<file path="config.mk">
export PLATFORM = sky130hd
export DESIGN_NAME = add16_rr_arbiter
export DESIGN_NICKNAME = d
export VERILOG_FILES = /design/src/rtl/add16_rr_arbiter.sv
export SDC_FILE = /design/constraint.sdc
export NUM_CORES = 1
export LEC_CHECK = 0
export CAP_MARGIN = 20
export CORE_ASPECT_RATIO = 2
export CORE_MARGIN = 2
export CORE_UTILIZATION = 30
export DETAILED_ROUTE_END_ITERATION = 10
export GPL_TIMING_DRIVEN = 0
export REMOVE_ABC_BUFFERS = 1
export SLEW_MARGIN = 20
export SYNTH_ARGS = -nofsm -noshare
export SYNTH_HDL_FRONTEND = slang
export SYNTH_SLANG_ARGS = --single-unit
</file>
<file path="constraint.sdc">
create_clock -name clk -period 9.4 [get_ports clk]
set_input_delay 1.88 -clock clk [delete_from_list [all_inputs] [get_ports clk]]
set_output_delay 1.88 -clock clk [all_outputs]
set_load 0.02 [all_outputs]
</file>
<file path="src/rtl/add16_rr_arbiter.sv">
// -----------------------------------------------------------------------------
// add16_rr_arbiter
//
// Shares one WIDTH-bit adder among NREQ requesters with round-robin priority.
// Each requester offers an operand pair on a valid/ready handshake. The
// granted pair is added (WIDTH+1 bits, carry kept) and captured in a single
// result register tagged with the winning requester index.
//
// Ports:
//   clk        rising-edge clock
//   rst        synchronous reset, active-high
//   req_valid  [NREQ]        per-requester "operand pair pending"
//   req_ready  [NREQ]        one-hot grant (combinational from req_valid)
//   req_a      [NREQ*WIDTH]  operand a, requester i at [WIDTH*i +: WIDTH]
//   req_b      [NREQ*WIDTH]  operand b, same packing
//   rsp_valid                result register holds an undelivered result
//   rsp_ready                consumer takes the result this cycle
//   rsp_id     [IDW]         requester that owns the result
//   rsp_sum    [WIDTH]       (a + b) mod 2^WIDTH
//   rsp_carry                carry-out of the addition
//   ops_count  [16]          accepted-request counter, wraps
// -----------------------------------------------------------------------------
module add16_rr_arbiter #(
  parameter int WIDTH = 16,
  parameter int NREQ  = 4,
  parameter int IDW   = 2
) (
  input  logic                  clk,
  input  logic                  rst,
  input  logic [NREQ-1:0]       req_valid,
  output logic [NREQ-1:0]       req_ready,
  input  logic [NREQ*WIDTH-1:0] req_a,
  input  logic [NREQ*WIDTH-1:0] req_b,
  output logic                  rsp_valid,
  input  logic                  rsp_ready,
  output logic [IDW-1:0]        rsp_id,
  output logic [WIDTH-1:0]      rsp_sum,
  output logic                  rsp_carry,
  output logic [15:0]           ops_count
);

  typedef enum logic {
    IDLE = 1'b0,
    HOLD = 1'b1
  } state_t;

  state_t           state_reg, state_next;
  logic [IDW-1:0]   last_grant_reg;
  logic [IDW-1:0]   rsp_id_reg;
  logic [WIDTH-1:0] rsp_sum_reg;
  logic             rsp_carry_reg;
  logic [15:0]      ops_count_reg;

  logic             can_accept;
  logic             grant_found;
  logic [IDW-1:0]   grant_idx;
  logic [IDW-1:0]   search_idx;
  logic [WIDTH-1:0] sel_a;
  logic [WIDTH-1:0] sel_b;
  logic [WIDTH:0]   sum_full;

  // Unpack the flat operand buses into per-requester lanes.
  logic [WIDTH-1:0] a_lane [NREQ];
  logic [WIDTH-1:0] b_lane [NREQ];

  genvar gi;
  generate
    for (gi = 0; gi < NREQ; gi++) begin : g_lane
      assign a_lane[gi] = req_a[WIDTH*gi +: WIDTH];
      assign b_lane[gi] = req_b[WIDTH*gi +: WIDTH];
    end
  endgenerate

  // A new pair may enter when the result register is empty, or when it is
  // being drained in this very cycle (gives 1 op/cycle throughput).
  assign can_accept = (state_reg == IDLE) || rsp_ready;

  // Round-robin search: start one past the last winner and walk upward.
  // IDW-bit arithmetic wraps naturally because NREQ == 2**IDW; the final
  // step (k == NREQ) revisits last_grant itself as lowest priority.
  always_comb begin
    grant_found = 1'b0;
    grant_idx   = '0;
    search_idx  = '0;
    if (can_accept && !rst) begin
      for (int k = 1; k <= NREQ; k++) begin
        search_idx = last_grant_reg + k[IDW-1:0];
        if (!grant_found && req_valid[search_idx]) begin
          grant_found = 1'b1;
          grant_idx   = search_idx;
        end
      end
    end
  end

  always_comb begin
    req_ready = '0;
    if (grant_found) begin
      req_ready[grant_idx] = 1'b1;
    end
  end

  // Shared adder datapath, fed by the granted lane.
  assign sel_a    = a_lane[grant_idx];
  assign sel_b    = b_lane[grant_idx];
  assign sum_full = {1'b0, sel_a} + {1'b0, sel_b};

  always_comb begin
    state_next = state_reg;
    case (state_reg)
      IDLE: begin
        if (grant_found) begin
          state_next = HOLD;
        end
      end
      HOLD: begin
        if (grant_found) begin
          state_next = HOLD;
        end else if (rsp_ready) begin
          state_next = IDLE;
        end
      end
      default: state_next = IDLE;
    endcase
  end

  always_ff @(posedge clk) begin
    if (rst) begin
      state_reg      <= IDLE;
      last_grant_reg <= IDW'(NREQ - 1);
      rsp_id_reg     <= '0;
      rsp_sum_reg    <= '0;
      rsp_carry_reg  <= 1'b0;
      ops_count_reg  <= '0;
    end else begin
      state_reg <= state_next;
      if (grant_found) begin
        last_grant_reg <= grant_idx;
        rsp_id_reg     <= grant_idx;
        rsp_sum_reg    <= sum_full[WIDTH-1:0];
        rsp_carry_reg  <= sum_full[WIDTH];
        ops_count_reg  <= ops_count_reg + 16'd1;
      end
    end
  end

  assign rsp_valid = (state_reg == HOLD);
  assign rsp_id    = rsp_id_reg;
  assign rsp_sum   = rsp_sum_reg;
  assign rsp_carry = rsp_carry_reg;
  assign ops_count = ops_count_reg;

endmodule

</file>
; Yosys cells after proc, flatten, opt, wreduce, memory -nomap -nowiden
; Index checks and enable logic that the tools add are counted.
[classes]
n_mux = 34
addsub = 5
n_reduce_logical = 10
bitwise_logic = 2
order_cmp = 7
[ops]
columns = cell, count
row1 = binary-select mux 16 bit (select 2 bit), 2
row2 = two-way mux 16 bit, 4
row3 = adder 16 x 16 -> 17 bit, 1
row4 = adder 16 x 1 -> 16 bit (second input constant), 1
row5 = two-way mux 1 bit, 16
row6 = < comparator 2 x 3 -> 1 bit (second input constant), 5
row7 = two-way mux 2 bit, 5
row8 = binary-select mux 1 bit (select 2 bit), 4
row9 = logical AND 1 bit, 5
row10 = adder 2 bit (second input constant), 2
row11 = logical NOT 1 bit, 4
row12 = two-way mux 4 bit, 1
row13 = >= comparator 3 bit (second input constant), 1
row14 = inverter 2 -> 3 bit, 1
row15 = adder 2 x 1 -> 2 bit (second input constant), 1
row16 = demux 1 bit (select 2 bit), 1
row17 = >= comparator 2 x 1 -> 1 bit (second input constant), 1
row18 = one-hot mux 1 bit (2 select lines), 1
row19 = logical OR 1 bit, 1
row20 = inverter 1 bit, 1
[word_totals]
out_inout_bits = 40
inputBits = 135
word_cells = 64
regBits = 38

; Logic depth before layout (Yosys ltp)
[logic_depth]
word_depth = 22
mapped_depth = 17
ltp_nobuf = 14

; Worst setup path after synthesis
; Ideal clock, no wire load.
[synth_timing]
path_type = input to output
from = input port req_valid[3]
to = output port req_ready[0]
setup_slack_ns = 4.230
required_ns = 7.520
t_arrival_ns = 3.290
stages = 7
n_path_buf = 3
path_cell_list = buf_6 or4_1 buf_4 nand3_4 o21ai_4 buf_6 nor2_1
[synth_between]
elab_chain_len = 21
elab_cells_between_ends = 33
classes_between = 2 x order compare / 24 x mux / 7 x reduce/logical
[synth_lines]
columns = item, line
row1 = "start, declared", 30  ; input logic [NREQ-1:0] req_valid,
row2 = binary-select mux 1 bit (select 2 bit), 88  ; if (!grant_found && req_valid[search_idx]) begin
row3 = two-way mux 1 bit (implied by the code), 88
row4 = two-way mux 1 bit, 88
row5 = two-way mux 1 bit, 85  ; if (can_accept && !rst) begin
row6 = logical NOT 1 bit, 88
row7 = logical AND 1 bit, 88
row8 = two-way mux 1 bit, 88
row9 = two-way mux 1 bit, 85
row10 = (+5 left out), -
row11 = logical AND 1 bit, 88
row12 = two-way mux 2 bit, 88
row13 = two-way mux 2 bit, 85
row14 = < comparator 2 x 3 -> 1 bit (implied by the code) or >= comparator 2 x 1 -> 1 bit (tied branches), 99  ; req_ready[grant_idx] = 1'b1;
row15 = logical AND 1 bit (implied by the code), 99
row16 = two-way mux 1 bit (implied by the code), 99
row17 = demux 1 bit (select 2 bit), 99
row18 = two-way mux 4 bit (*), 98  ; if (grant_found) begin
row19 = "end, declared", 31  ; output logic [NREQ-1:0] req_ready,
; Every way passes the cells marked *; elsewhere a longest branch is shown, timed or not. The select of a mux whose other input is x is not followed.

; Worst setup path after layout
[layout_timing]
from = input port rst
to = output port req_ready[0]
[layout_between]
elab_chain_len = 8
elab_cells_between_ends = 10
classes_between = 2 x order compare / 5 x mux / 3 x reduce/logical
[layout_lines]
columns = item, line
row1 = "start, declared", 29  ; input logic rst,
row2 = logical NOT 1 bit (*), 85
row3 = logical AND 1 bit (*), 85
row4 = two-way mux 2 bit, 85
row5 = < comparator 2 x 3 -> 1 bit (implied by the code) or >= comparator 2 x 1 -> 1 bit (tied branches), 99
row6 = logical AND 1 bit (implied by the code), 99
row7 = two-way mux 1 bit (implied by the code), 99
row8 = demux 1 bit (select 2 bit), 99
row9 = two-way mux 4 bit (*), 98
; Every way passes the cells marked *; elsewhere a longest branch is shown, timed or not.

==> metrics.csv <==
metric;value;unit
status;finished, final reports clean;
Core ar.;10400;sq um
pins over their slew limit;0;
first-pass GRT wire length;18500;um
CP Capture Type;output port;
Slew headroom;0.386;
#FFs+latches synth;38;
RSZ-0062 raised after global routing;false;
GPL Wtd Cong;0.829;
Detail Route Antenna Nets;0;
part of the cycle the worst path needs;0.755;
crit path DAT;5.22;ns
antenna violations before repair;0;
Synth Area per Inst;7.65;sq um
most frequent cells in the layout;clkdlybuf4s50_1, nor2_1, o21ai_0;
largest net degree at the start of global routing;37;
DIE AREA;11400;sq um
CTS Root Buffer Type;clkbuf_16;
class of the most critical setup path;input pin to output port;
hpwl dp;9520;um
synthesized netlist cell count;414;
Hold Crit Class;register to register;
number of synthesized flops with an enable pin;0;
clock net sink count;38;
antenna cells;0;
htree depth;2;
post-synthesis sequential area ratio;0.240;
Worst path max stage delay;0.80;ns
Async SR Flop Fraction;0;
number of buffers created by CTS;5;
Final min period;7.10;ns
final hold vios;0;
initial drt markers;129;
Final setup viols;0;
Post-Place Cell Area;4980;sq um
fmax;0.141;GHz
critical-path cell list;clkdlybuf4s50_1, inv_1, nand3_4, o21ai_4, nor2_1, clkdlybuf4s50_1;
cts repair resizes;0;
CTS Buffer Depth;2;
max_cap viols;0;
via/cell ratio;5.25;
drt pass-1 iters;4;
drt total wl;11600;um
Die X;76.6;um
PwrDens;166;nW/um^2
slew at the pin with the worst max-slew slack;0.920;ns
YS warnings;0;
die span in y;149;um
WP data required;7.52;ns
total grt overflow;0;
Pleak;0.00187;uW
synthesized cell area;3170;sq um
ys flop type;dfxtp_1;
Max rail drop VDD;0.108;mV
CP max stage cell;clkdlybuf4s50_1;
vias in the first global route;3786;
Setup Skew;0.00555;ns
commonest non-fill, non-tap cell in the layout;clkdlybuf4s50_1;
Area Overhead vs Synth;61.9;%
Setup Buffers After CTS;0;
hold_buf cts;0;
Hold Slack;0.457;ns
clock latency on the worst-skew pair;0.28;ns
average wire per standard cell;16.3;um
Starting Density;0.304;
Critical Path Most Common Cell;clkdlybuf4s50_1;
CTS tree;done;
fin area;5120;sq um
port buffer count;174;
Final #Nets;724;
Clock Pin Slew Worst Setup and Hold Paths;0.05;ns
io pins;175;
Yosys cell types;49;
Rows;53;
CP max FO;36;
DR vias;3723;
setup_tns;0;ns
GRT Total Usage;0.201;
Worst setup SP type;input pin;
DRC;0;
fraction of layout cells with a size suffix above 1;0.0472;
[metal layers]
metal  share of wire  track usage  vias up
met3           0.028       0.0115       21
li1                -            -     1857
met5               0            0        -
met2            0.59        0.414      111
met4           0.028       0.0864        0
met1            0.35        0.203     1734
[through the flow]
stage	utilization	instances	setup WS (ns)	total power [uW]
floorplan	-	388	3.97	490
global placement	0.474	699	2.28	675
detailed placement	0.478	701	2.26	688
CTS	0.492	709	2.25	857
global route	0.492	709	2.00	912
finish	0.492	709	2.30	849
[synthesized netlist by cell type, types with 11 or more instances]
library cell / count / area (sq um)
nor3_1: 27 / 135
o221a_1: 19 / 214
nand3_1: 30 / 150
a21oi_1: 24 / 120
ha_1: 17 / 213
o21ai_0: 40 / 200
nand2_1: 35 / 131
buf_2: 14 / 70.1
xnor2_1: 11 / 96.3
nor2_1: 51 / 191
xor2_1: 15 / 131
dfxtp_1: 38 / 761
[power by group]
| group | total [uW] | switching (uW) | internal [uW] |
|---|---|---|---|
| Clock | 168 | 62.7 | 105 |
| Sequential | 215 | 20.8 | 194 |
| Combinational | 466 | 238 | 228 |
[final timing paths]
path	startpoint	end	slack, ns	cells past startpoint
setup / recovery	rst	req_ready[0]	2.30	6
hold / removal	rsp_sum[5]$_SDFFE_PP0P_	rsp_sum[5]$_SDFFE_PP0P_	0.46	2
setup reg to reg	last_grant_reg[1]$_SDFFE_PP1P_	rsp_sum[14]$_SDFFE_PP0P_	5.04	13
hold reg to reg	rsp_sum[5]$_SDFFE_PP0P_	rsp_sum[5]$_SDFFE_PP0P_	0.46	2
[cells by family (layout without fill, tap and decap cells)]
logic type	count (synthesis)	in the layout	share of synthesized area
AOI/OAI and AO/OA	135	135	0.301
adders and majority gates	18	18	0.0735
muxes	1	1	0.00316
and+or+nand+nor	165	165	0.258
DFF	38	38	0.240
xor gates and xnor gates	26	26	0.0719
buffers and inverters	31	189	0.0518
[final cells by class]
cell class	count	area [sq um]
Clock buffer	7	143
Multi-Input combinational cell	345	2250
Fill cell	1062	5290
Sequential cell	38	761
Inverter	5	18.8
Timing Repair Buffer	176	1780
Clock inverter	1	5.00
Tap cell	137	171
[worst max-delay path: cells and delay by family]
| family | cells | cell delay (ns) |
|---|---|---|
| AND/OR/NAND/NOR | 2 | 0.56 |
| buffers and inverters | 3 | 2.05 |
| AO/OA/AOI/OAI | 1 | 0.69 |
Power figures use the tool's default switching activity.
